[src/rtl/i2c_target_mc.sv]
// i2c_target_mc: multi-channel I2C target, SCL/SDA oversampled on system_clk.
// Define I2C_STRETCH_EN to stretch SCL on rx overflow / tx underrun instead.
module i2c_target_mc #(
    parameter logic [6:0] BASE_ADDR = 7'h2A,
    parameter int         NUM_CH    = 2,
    parameter logic [7:0] UNDERRUN  = 8'hFF,
    localparam int        CH_W      = (NUM_CH > 1) ? $clog2(NUM_CH) : 1
) (
    input  logic            system_clk,
    input  logic            reset,
    input  logic            scl_in,
    input  logic            sda_in,
    output logic            sda_oe,
    output logic            scl_oe,
    output logic            rx_valid,
    input  logic            rx_ready,
    output logic [7:0]      rx_data,
    output logic [CH_W-1:0] rx_chan,
    output logic            rx_first,
    output logic [CH_W-1:0] tx_chan,
    input  logic            tx_valid,
    input  logic [7:0]      tx_data,
    output logic            tx_ready,
    output logic            busy,
    output logic            underrun
);
`ifdef I2C_STRETCH_EN
    localparam bit STRETCH = 1'b1;
`else
    localparam bit STRETCH = 1'b0;
`endif

    typedef enum logic [2:0] {
        IDLE, ADDR, ADDR_ACK, WR, WR_ACK, RD, RD_ACK
    } state_t;

    state_t          state_q, state_d;
    logic [2:0]      scl_sync_q, scl_sync_d;
    logic [2:0]      sda_sync_q, sda_sync_d;
    logic [7:0]      shift_q, shift_d;
    logic [3:0]      cnt_q, cnt_d;
    logic [CH_W-1:0] chan_q, chan_d;
    logic            rw_q, rw_d;
    logic            first_q, first_d;
    logic            pend_q, pend_d;
    logic            sda_oe_q, sda_oe_d;
    logic            scl_oe_q, scl_oe_d;
    logic            rx_valid_q, rx_valid_d;
    logic [7:0]      rx_data_q, rx_data_d;
    logic [CH_W-1:0] rx_chan_q, rx_chan_d;
    logic            rx_first_q, rx_first_d;
    logic            tx_ready_q, tx_ready_d;
    logic            busy_q, busy_d;
    logic            underrun_q, underrun_d;

    logic       scl_rise, scl_fall, start_det, stop_det;
    logic       rx_free, match;
    logic [7:0] in_byte, diff;
    logic       begin_rd, ld_en, push_en;
    logic [7:0] ld_byte, push_byte;

    // [1] is the synchronised level, [2] the previous sample
    assign scl_rise  = scl_sync_q[1] & ~scl_sync_q[2];
    assign scl_fall  = ~scl_sync_q[1] & scl_sync_q[2];
    assign start_det = scl_sync_q[1] & scl_sync_q[2]
                     & sda_sync_q[2] & ~sda_sync_q[1];
    assign stop_det  = scl_sync_q[1] & scl_sync_q[2]
                     & ~sda_sync_q[2] & sda_sync_q[1];
    assign in_byte   = {shift_q[6:0], sda_sync_q[1]};
    assign diff      = {1'b0, in_byte[7:1]} - {1'b0, BASE_ADDR};
    assign match     = diff < 8'(NUM_CH);
    assign rx_free   = ~rx_valid_q | rx_ready;

    always_comb begin
        scl_sync_d = {scl_sync_q[1:0], scl_in};
        sda_sync_d = {sda_sync_q[1:0], sda_in};
        state_d    = state_q;
        shift_d    = shift_q;
        cnt_d      = cnt_q;
        chan_d     = chan_q;
        rw_d       = rw_q;
        first_d    = first_q;
        pend_d     = pend_q;
        sda_oe_d   = sda_oe_q;
        scl_oe_d   = scl_oe_q;
        rx_valid_d = rx_valid_q & ~rx_ready;
        rx_data_d  = rx_data_q;
        rx_chan_d  = rx_chan_q;
        rx_first_d = rx_first_q;
        tx_ready_d = 1'b0;
        busy_d     = busy_q;
        underrun_d = underrun_q;
        begin_rd   = 1'b0;
        ld_en      = 1'b0;
        ld_byte    = tx_data;
        push_en    = 1'b0;
        push_byte  = in_byte;

        // SCL is released a cycle after the stall clears so SDA leads it
        if (scl_oe_q && !pend_q) scl_oe_d = 1'b0;
        if (pend_q) begin
            if ((state_q == WR || state_q == WR_ACK) && rx_free) begin
                push_en   = 1'b1;
                push_byte = shift_q;
                pend_d    = 1'b0;
            end
            if (state_q == RD && tx_valid) begin
                ld_en      = 1'b1;
                tx_ready_d = 1'b1;
                pend_d     = 1'b0;
            end
        end

        unique case (state_q)
            IDLE: begin
            end
            ADDR: begin
                if (scl_rise && cnt_q < 4'd8) begin
                    shift_d = in_byte;
                    cnt_d   = cnt_q + 4'd1;
                    if (cnt_q == 4'd7) begin
                        if (match) begin
                            busy_d  = 1'b1;
                            chan_d  = diff[CH_W-1:0];
                            rw_d    = in_byte[0];
                            first_d = 1'b1;
                        end else begin
                            state_d = IDLE;
                        end
                    end
                end else if (scl_fall && cnt_q == 4'd8) begin
                    state_d  = ADDR_ACK;
                    sda_oe_d = 1'b1;
                end
            end
            ADDR_ACK: begin
                if (scl_fall) begin
                    if (rw_q) begin
                        begin_rd = 1'b1;
                    end else begin
                        state_d  = WR;
                        cnt_d    = 4'd0;
                        sda_oe_d = 1'b0;
                    end
                end
            end
            WR: begin
                if (scl_rise && cnt_q < 4'd8) begin
                    shift_d = in_byte;
                    cnt_d   = cnt_q + 4'd1;
                    if (cnt_q == 4'd7) begin
                        if (rx_free) begin
                            push_en = 1'b1;
                        end else if (STRETCH) begin
                            pend_d = 1'b1;
                        end else begin
                            state_d = IDLE;
                            busy_d  = 1'b0;
                        end
                    end
                end else if (scl_fall && cnt_q == 4'd8) begin
                    state_d  = WR_ACK;
                    sda_oe_d = 1'b1;
                    scl_oe_d = pend_d;
                end
            end
            WR_ACK: begin
                if (scl_fall) begin
                    state_d  = WR;
                    cnt_d    = 4'd0;
                    sda_oe_d = 1'b0;
                end
            end
            RD: begin
                if (scl_rise && cnt_q < 4'd8) begin
                    cnt_d = cnt_q + 4'd1;
                end else if (scl_fall && cnt_q == 4'd8) begin
                    state_d  = RD_ACK;
                    cnt_d    = 4'd0;
                    sda_oe_d = 1'b0;
                end else if (scl_fall && cnt_q != 4'd0) begin
                    shift_d  = {shift_q[6:0], 1'b0};
                    sda_oe_d = ~shift_q[6];
                end
            end
            RD_ACK: begin
                if (scl_rise) begin
                    if (sda_sync_q[1]) begin
                        state_d = IDLE;
                        busy_d  = 1'b0;
                    end else begin
                        cnt_d = 4'd1;
                    end
                end else if (scl_fall && cnt_q == 4'd1) begin
                    begin_rd = 1'b1;
                end
            end
            default: state_d = IDLE;
        endcase

        if (begin_rd) begin
            state_d  = RD;
            cnt_d    = 4'd0;
            sda_oe_d = 1'b0;
            if (tx_valid) begin
                ld_en      = 1'b1;
                tx_ready_d = 1'b1;
            end else if (STRETCH) begin
                pend_d   = 1'b1;
                scl_oe_d = 1'b1;
            end else begin
                ld_en      = 1'b1;
                ld_byte    = UNDERRUN;
                underrun_d = 1'b1;
            end
        end
        if (ld_en) begin
            shift_d  = ld_byte;
            sda_oe_d = ~ld_byte[7];
        end
        if (push_en) begin
            rx_valid_d = 1'b1;
            rx_data_d  = push_byte;
            rx_chan_d  = chan_q;
            rx_first_d = first_q;
            first_d    = 1'b0;
        end
        // bus conditions win over anything the byte engine decided
        if (start_det || stop_det) begin
            state_d  = start_det ? ADDR : IDLE;
            cnt_d    = 4'd0;
            shift_d  = 8'd0;
            busy_d   = 1'b0;
            sda_oe_d = 1'b0;
            scl_oe_d = 1'b0;
            pend_d   = 1'b0;
            if (start_det) underrun_d = 1'b0;
        end
    end

    always_ff @(posedge system_clk) begin
        if (reset) begin
            state_q    <= IDLE;
            scl_sync_q <= 3'b111;
            sda_sync_q <= 3'b111;
            shift_q    <= 8'd0;
            cnt_q      <= 4'd0;
            chan_q     <= '0;
            rw_q       <= 1'b0;
            first_q    <= 1'b0;
            pend_q     <= 1'b0;
            sda_oe_q   <= 1'b0;
            scl_oe_q   <= 1'b0;
            rx_valid_q <= 1'b0;
            rx_data_q  <= 8'd0;
            rx_chan_q  <= '0;
            rx_first_q <= 1'b0;
            tx_ready_q <= 1'b0;
            busy_q     <= 1'b0;
            underrun_q <= 1'b0;
        end else begin
            state_q    <= state_d;
            scl_sync_q <= scl_sync_d;
            sda_sync_q <= sda_sync_d;
            shift_q    <= shift_d;
            cnt_q      <= cnt_d;
            chan_q     <= chan_d;
            rw_q       <= rw_d;
            first_q    <= first_d;
            pend_q     <= pend_d;
            sda_oe_q   <= sda_oe_d;
            scl_oe_q   <= scl_oe_d;
            rx_valid_q <= rx_valid_d;
            rx_data_q  <= rx_data_d;
            rx_chan_q  <= rx_chan_d;
            rx_first_q <= rx_first_d;
            tx_ready_q <= tx_ready_d;
            busy_q     <= busy_d;
            underrun_q <= underrun_d;
        end
    end

    assign sda_oe   = sda_oe_q;
    assign scl_oe   = STRETCH ? scl_oe_q : 1'b0;
    assign rx_valid = rx_valid_q;
    assign rx_data  = rx_data_q;
    assign rx_chan  = rx_chan_q;
    assign rx_first = rx_first_q;
    assign tx_chan  = chan_q;
    assign tx_ready = tx_ready_q;
    assign busy     = busy_q;
    assign underrun = underrun_q;

endmodule
[config.mk]
export PLATFORM = sky130hd
export DESIGN_NAME = i2c_target_mc
export DESIGN_NICKNAME = d
export VERILOG_FILES = /design/src/rtl/i2c_target_mc.sv
export SDC_FILE = /design/constraint.sdc
export NUM_CORES = 1
export LEC_CHECK = 0
export BUFFER_PORTS_ARGS = -buffer_cell sky130_fd_sc_hd__buf_2
export CAP_MARGIN = 20
export CORE_MARGIN = 10
export CORE_UTILIZATION = 50
export DETAILED_ROUTE_END_ITERATION = 8
export GPL_TIMING_DRIVEN = 0
export PLACE_DENSITY = 0.71
export RECOVER_POWER = 100
export SETUP_SLACK_MARGIN = 0.5
export SLEW_MARGIN = 5
export SYNTH_ARGS = -nofsm -noshare
export SYNTH_HDL_FRONTEND = slang
export SYNTH_SLANG_ARGS = --single-unit
[constraint.sdc]
create_clock -name system_clk -period 4.1 [get_ports system_clk]
set_clock_uncertainty 0.05 [all_clocks]
set_input_delay 0.205 -clock system_clk [delete_from_list [all_inputs] [get_ports system_clk]]
set_output_delay 0.205 -clock system_clk [all_outputs]
set_load 0.03 [all_outputs]
== Word-level counts from Yosys, hierarchy flattened ==
Cells that the tools add are included.
Storage, ports and cells
  flip-flop bits (word level): 40
  input bits: 14
  logic and storage cells: 192
Cells by class
  add/subtract/negate cells: 2
  magnitude comparators: 2
  equal/unequal tests: 48
  multiplexer cells: 80
  bitwise gates (word level): 18
  reduce and logical (&&, ||, !) cells: 25
Operators by type and width (count)
  two-way mux 8 bit: 9
  two-way mux 3 bit: 17
  two-way mux 1 bit: 40
  inequality test 4 bit, second input constant: 9
  two-way mux 4 bit: 8
  one-hot mux 3 bit (7 select lines): 1
  inequality test 2 bit, second input constant: 10
  one-hot mux 4 bit (5 select lines): 1
  one-hot mux 8 bit (2 select lines): 1
  AND reduction 8 bit: 2
  inequality test 5 bit, second input constant: 3
  AND reduction 14 bit: 1
  inequality test 5 x 4 -> 1 bit, second input constant: 2
  == test 3 bit, second input constant: 3
  inequality test 3 bit, second input constant: 3
  NOT 1 bit: 9
  AND reduction 9 bit: 1
  AND 1 bit: 8
  less-than comparator 8 x 2 -> 1 bit, second input constant: 1
  inequality test 4 x 3 -> 1 bit, second input constant: 2
  subtractor 7 x 6 -> 8 bit, second input constant: 1
  == test 3 x 2 -> 1 bit, second input constant: 2
  logical AND 1 bit: 6
  inequality test 2 x 1 -> 1 bit, second input constant: 3
  other kinds (27): 32

== Depth between registers and ports, before layout ==
  depth after elaboration: 10
  gate-level depth with buffers: 8
  depth with buffers taken out: 7

== Worst setup path before layout ==
Ideal clock, no wire load.
  path kind: reg2reg
  from: register cnt_q[0]
  to: register sda_oe_q (netlist: sda_oe)
  setup time: 0.125 ns
  arrival: 1.744 ns
  data required time: 3.925 ns
  setup slack: 2.181 ns
  cell stages (with the launch flop): 7
  period minus slack after synthesis: 1.919 ns
  path through: dfxtp_1 ha_1 or3b_4 o22ai_4 nor3b_2 or4_1 o21ai_1
Between the ends
  longest elaborated chain between the ends: 8
Ends and longest elaborated chain
  start: declaration: RTL line 41  | logic [3:0] cnt_q, cnt_d;
  start signal: assignment: RTL line 266  | cnt_q <= cnt_d;
  == test 4 x 1 -> 1 bit: RTL line 194  | end else if (scl_fall && cnt_q == 4'd1) begin
  logical AND 1 bit: RTL line 194
  two-way mux 1 bit: RTL line 194
  two-way mux 1 bit: RTL line 187  | if (scl_rise) begin
  one-hot mux 1 bit (2 select lines): RTL line 114  | unique case (state_q)
  two-way mux 1 bit / two-way mux 8 bit (equally long branches): RTL line 201  | if (begin_rd) begin
  inequality test 5 x 3 -> 1 bit (no line), or another cell as far along
  AND reduction 8 bit (no line) / two-way mux 1 bit (equally long branches)
  end signal: assignment: RTL line 271  | sda_oe_q <= sda_oe_d;
  end: declaration: RTL line 46  | logic sda_oe_q, sda_oe_d;
Several ways; a longest one is shown, not always the timed one. The select of a mux whose other input is x is not followed.
A chain may end at the register's enable or synchronous reset.

== Worst setup path in the final report ==
Same ends and word-level chain as after synthesis.

==> impl_metrics.env <==
export IMPL_fin_area_mm2=0.002691
export IMPL_relSlewSlack=0.06269
export IMPL_ioPinCount=31
export IMPL_clk_latency_ns=0.30
export IMPL_fillers=471
export IMPL_fin_tns_setup_ns=0
export IMPL_startpoint="cnt_q[0]"
export IMPL_drive_above_1_share=0.1273
export IMPL_syn_num_nets=303
export IMPL_hold_viol=0
export IMPL_wl_per_cell_um=17.32
export IMPL_cts_hold_buffers=0
export IMPL_numCtsBuffers=5
export IMPL_die_area_mm2=0.008151
export IMPL_cp_slowest_cell="nor3b_1"
export IMPL_finalSetupViolations=0
export IMPL_synth_seq_area_share=0.3242
export IMPL_syn_to_final_growth_pct=8.967
export IMPL_seqCellArea_um2=800.8
export IMPL_ir_drop_uv=176.6
export IMPL_ant_nets=0
export IMPL_busiest_layer="met2"
export IMPL_grt_pass1_wl_mm=11.16
export IMPL_async_reset_ff_frac=0
export IMPL_power_density_mw_per_mm2=273.1
export IMPL_hp_start="scl_in"
export IMPL_grt_pass1_vias=2246
export IMPL_crit_path_end_kind="flop"
export IMPL_slowest_delay_ns=1.16
export IMPL_worst_pin_slew_ns=1.403
export IMPL_overflow=0
export IMPL_required_ns=4.23
export IMPL_dr_pass1_iters=4
export IMPL_hold_class="primary input to flop"
export IMPL_die_width_um=90.29
export IMPL_layout_nets=339
export IMPL_h_tree_depth=2
export IMPL_use_met3=0.03408
export IMPL_clk_path_buf_depth=2
export IMPL_cts_root_buf="clkbuf_8"
export IMPL_synthCells=285
export IMPL_fin_util=0.5661
export IMPL_dp_hpwl_mm=4.963
export IMPL_min_period_over_period=0.7341
export IMPL_drtIter0Drc=237
export IMPL_yosysUniqueCellTypes=63
export IMPL_slew_viol_final=0
export IMPL_timing_rr_start="cnt_q[0]"
export IMPL_grt_max_degree=14
export IMPL_outcome="complete, no violations"
export IMPL_avgSynthCellArea_um2=8.666
export IMPL_vias=2277
export IMPL_synthFlopType="dfxtp_1"
export IMPL_worstPathCellList="ha_1 > or3b_4 > o22ai_1 > nor3b_1 > or4_1 > o21ai_0"
export IMPL_criticalPathCategory="flop to flop"
export IMPL_fp_dieH_um=90.29
export IMPL_finalCriticalPeriod_ns=3.010
export IMPL_port_buffers=29
export IMPL_core_mm2=0.004755
export IMPL_rows=25
export IMPL_cts_clk_slew_worst_paths_ns=0.09
export IMPL_crit_arrival_ns=3.14
export IMPL_use_met1=0.2173
export IMPL_yosys_warnings=0
export IMPL_antenna_found_initial=0
export IMPL_drc=0
export IMPL_grt_met2_usage=0.2512
export IMPL_cts_tree="yes"
export IMPL_start_util=0.5195
export IMPL_crit_path_start_kind="flop"
export IMPL_via_per_inst=5.853
export IMPL_diodes=0
export IMPL_drv_cap=0
export IMPL_place_area_mm2=0.002699
export IMPL_wl_mm=6.739
export IMPL_post_cts_buffers=0
export IMPL_total_power_w=0.0007350
export IMPL_synth_enable_flop_cells=0
export IMPL_multi_input_area_mm2=0.001456
export IMPL_track_usage=0.1622
export IMPL_cts_resized=0
export IMPL_syn_area_mm2=0.002470
export IMPL_grt_setup_unrepaired="no"
export IMPL_cp_max_fo=10
export IMPL_fmax_ghz=0.3322
export IMPL_synth_seq_cells=40
export IMPL_timing_hold_ws_ns=0.02773
export IMPL_clock_sinks=40
export IMPL_finalWeightedCongestion=0.9667
export IMPL_p_leak_nw=1.008
flip-flops by register name (all words and copies together), names as in the netlist:
register	count
rx_data	8
shift_q	8
cnt_q	4
scl_sync_q	3
sda_sync_q	3
state_q	3
busy	1
first_q	1
pend_q	1
rw_q	1
rx_chan	1
rx_first	1
rx_valid	1
sda_oe	1
tx_chan	1
tx_ready	1
underrun	1
kinds of logic (layout without fill, tap and decap cells):
kind of cell,after synthesis,after routing,share of synthesized area
other cells,1,1,0.001518
simple gates,97,97,0.2411
fa+ha+maj,4,4,0.02026
flops,40,40,0.3242
mux,22,22,0.08916
buf+inv,29,66,0.05826
compound gates,90,90,0.2584
xor+xnor,2,2,0.007093
per-layer routing:
layer	routed length [um]	vias up
li1	-	1132
met1	3258	1065
met2	2966	69
met3	408	11
met4	106	0
met5	0	-
cells in the mapped netlist, drive strengths merged, types with 4 or more instances:
master	count	area, um2
a211oi	13	97.59
a21oi	24	120.1
buf	12	78.83
clkbuf	8	31.28
dfxtp	40	800.8
ha	4	50.05
inv	9	33.78
mux2i	22	220.2
nand2	11	41.29
nand2b	7	43.79
nand3	6	30.03
nand3b	5	37.54
nor2	25	110.1
nor2b	5	31.28
nor3	4	20.02
nor3b	6	55.05
o21ai	15	78.83
o311ai	4	35.04
o31ai	10	75.07
or2	7	43.79
cell type report:
type,count,area share
inverter,9,0.01255
tap,67,0.03115
clock inverter,2,0.006044
multi-input combinational,216,0.5411
timing repair buffer,29,0.04603
buffer,20,0.03859
clock buffer,6,0.02696
sequential,40,0.2975
where the power goes:
| group | internal [W] | switching, W | leakage, nW |
|---|---|---|---|
| sequential | 0.000392 | 0.00000241 | 0.323 |
| combinational | 0.0000248 | 0.0000378 | 0.643 |
| clock | 0.000121 | 0.000157 | 0.0414 |
stage by stage:
| step | cells | setup slack (ns) |
|---|---|---|
| 2_1_floorplan | 285 | 2.181 |
| 3_3_place_gp | 381 | 1.801 |
| 3_5_place_dp | 381 | 1.800 |
| 4_1_cts | 389 | 1.757 |
| 5_1_grt | 389 | 0.9283 |
| 6_report | 389 | 1.090 |
worst max-delay path: cells and delay by family, from the launching register on:
kind,cells,cell delay (ns)
adders and majority gates,1,0.19
and+or+nand+nor,3,1.78
AOI/OAI and AO/OA,2,0.43
DFF,1,0.44
final timing paths:
| path | end | depth (start not counted) | slack [ns] |
|---|---|---|---|
| max | sda_oe | 6 | 1.09 |
| min | scl_sync_q[0] | 2 | 0.03 |
| max reg2reg | sda_oe | 6 | 1.09 |
| min reg2reg | scl_sync_q[1] | 1 | 0.36 |
cells in the final DEF, fill, tap and decap left out, drive strengths merged, types with 3 or more instances in the layout:
master and n:
a211oi 13, a21oi 24, a22oi 3, buf 21, clkbuf 34, dfxtp 40, ha 4, inv 9
mux2i 22, nand2 11, nand2b 7, nand3 6, nand3b 5, nand4 3, nor2 25, nor2b 5
nor3 4, nor3b 6, o21ai 15, o22ai 3, o311ai 4, o31ai 10, or2 7, or3b 3
Power figures use the tool's default switching activity.
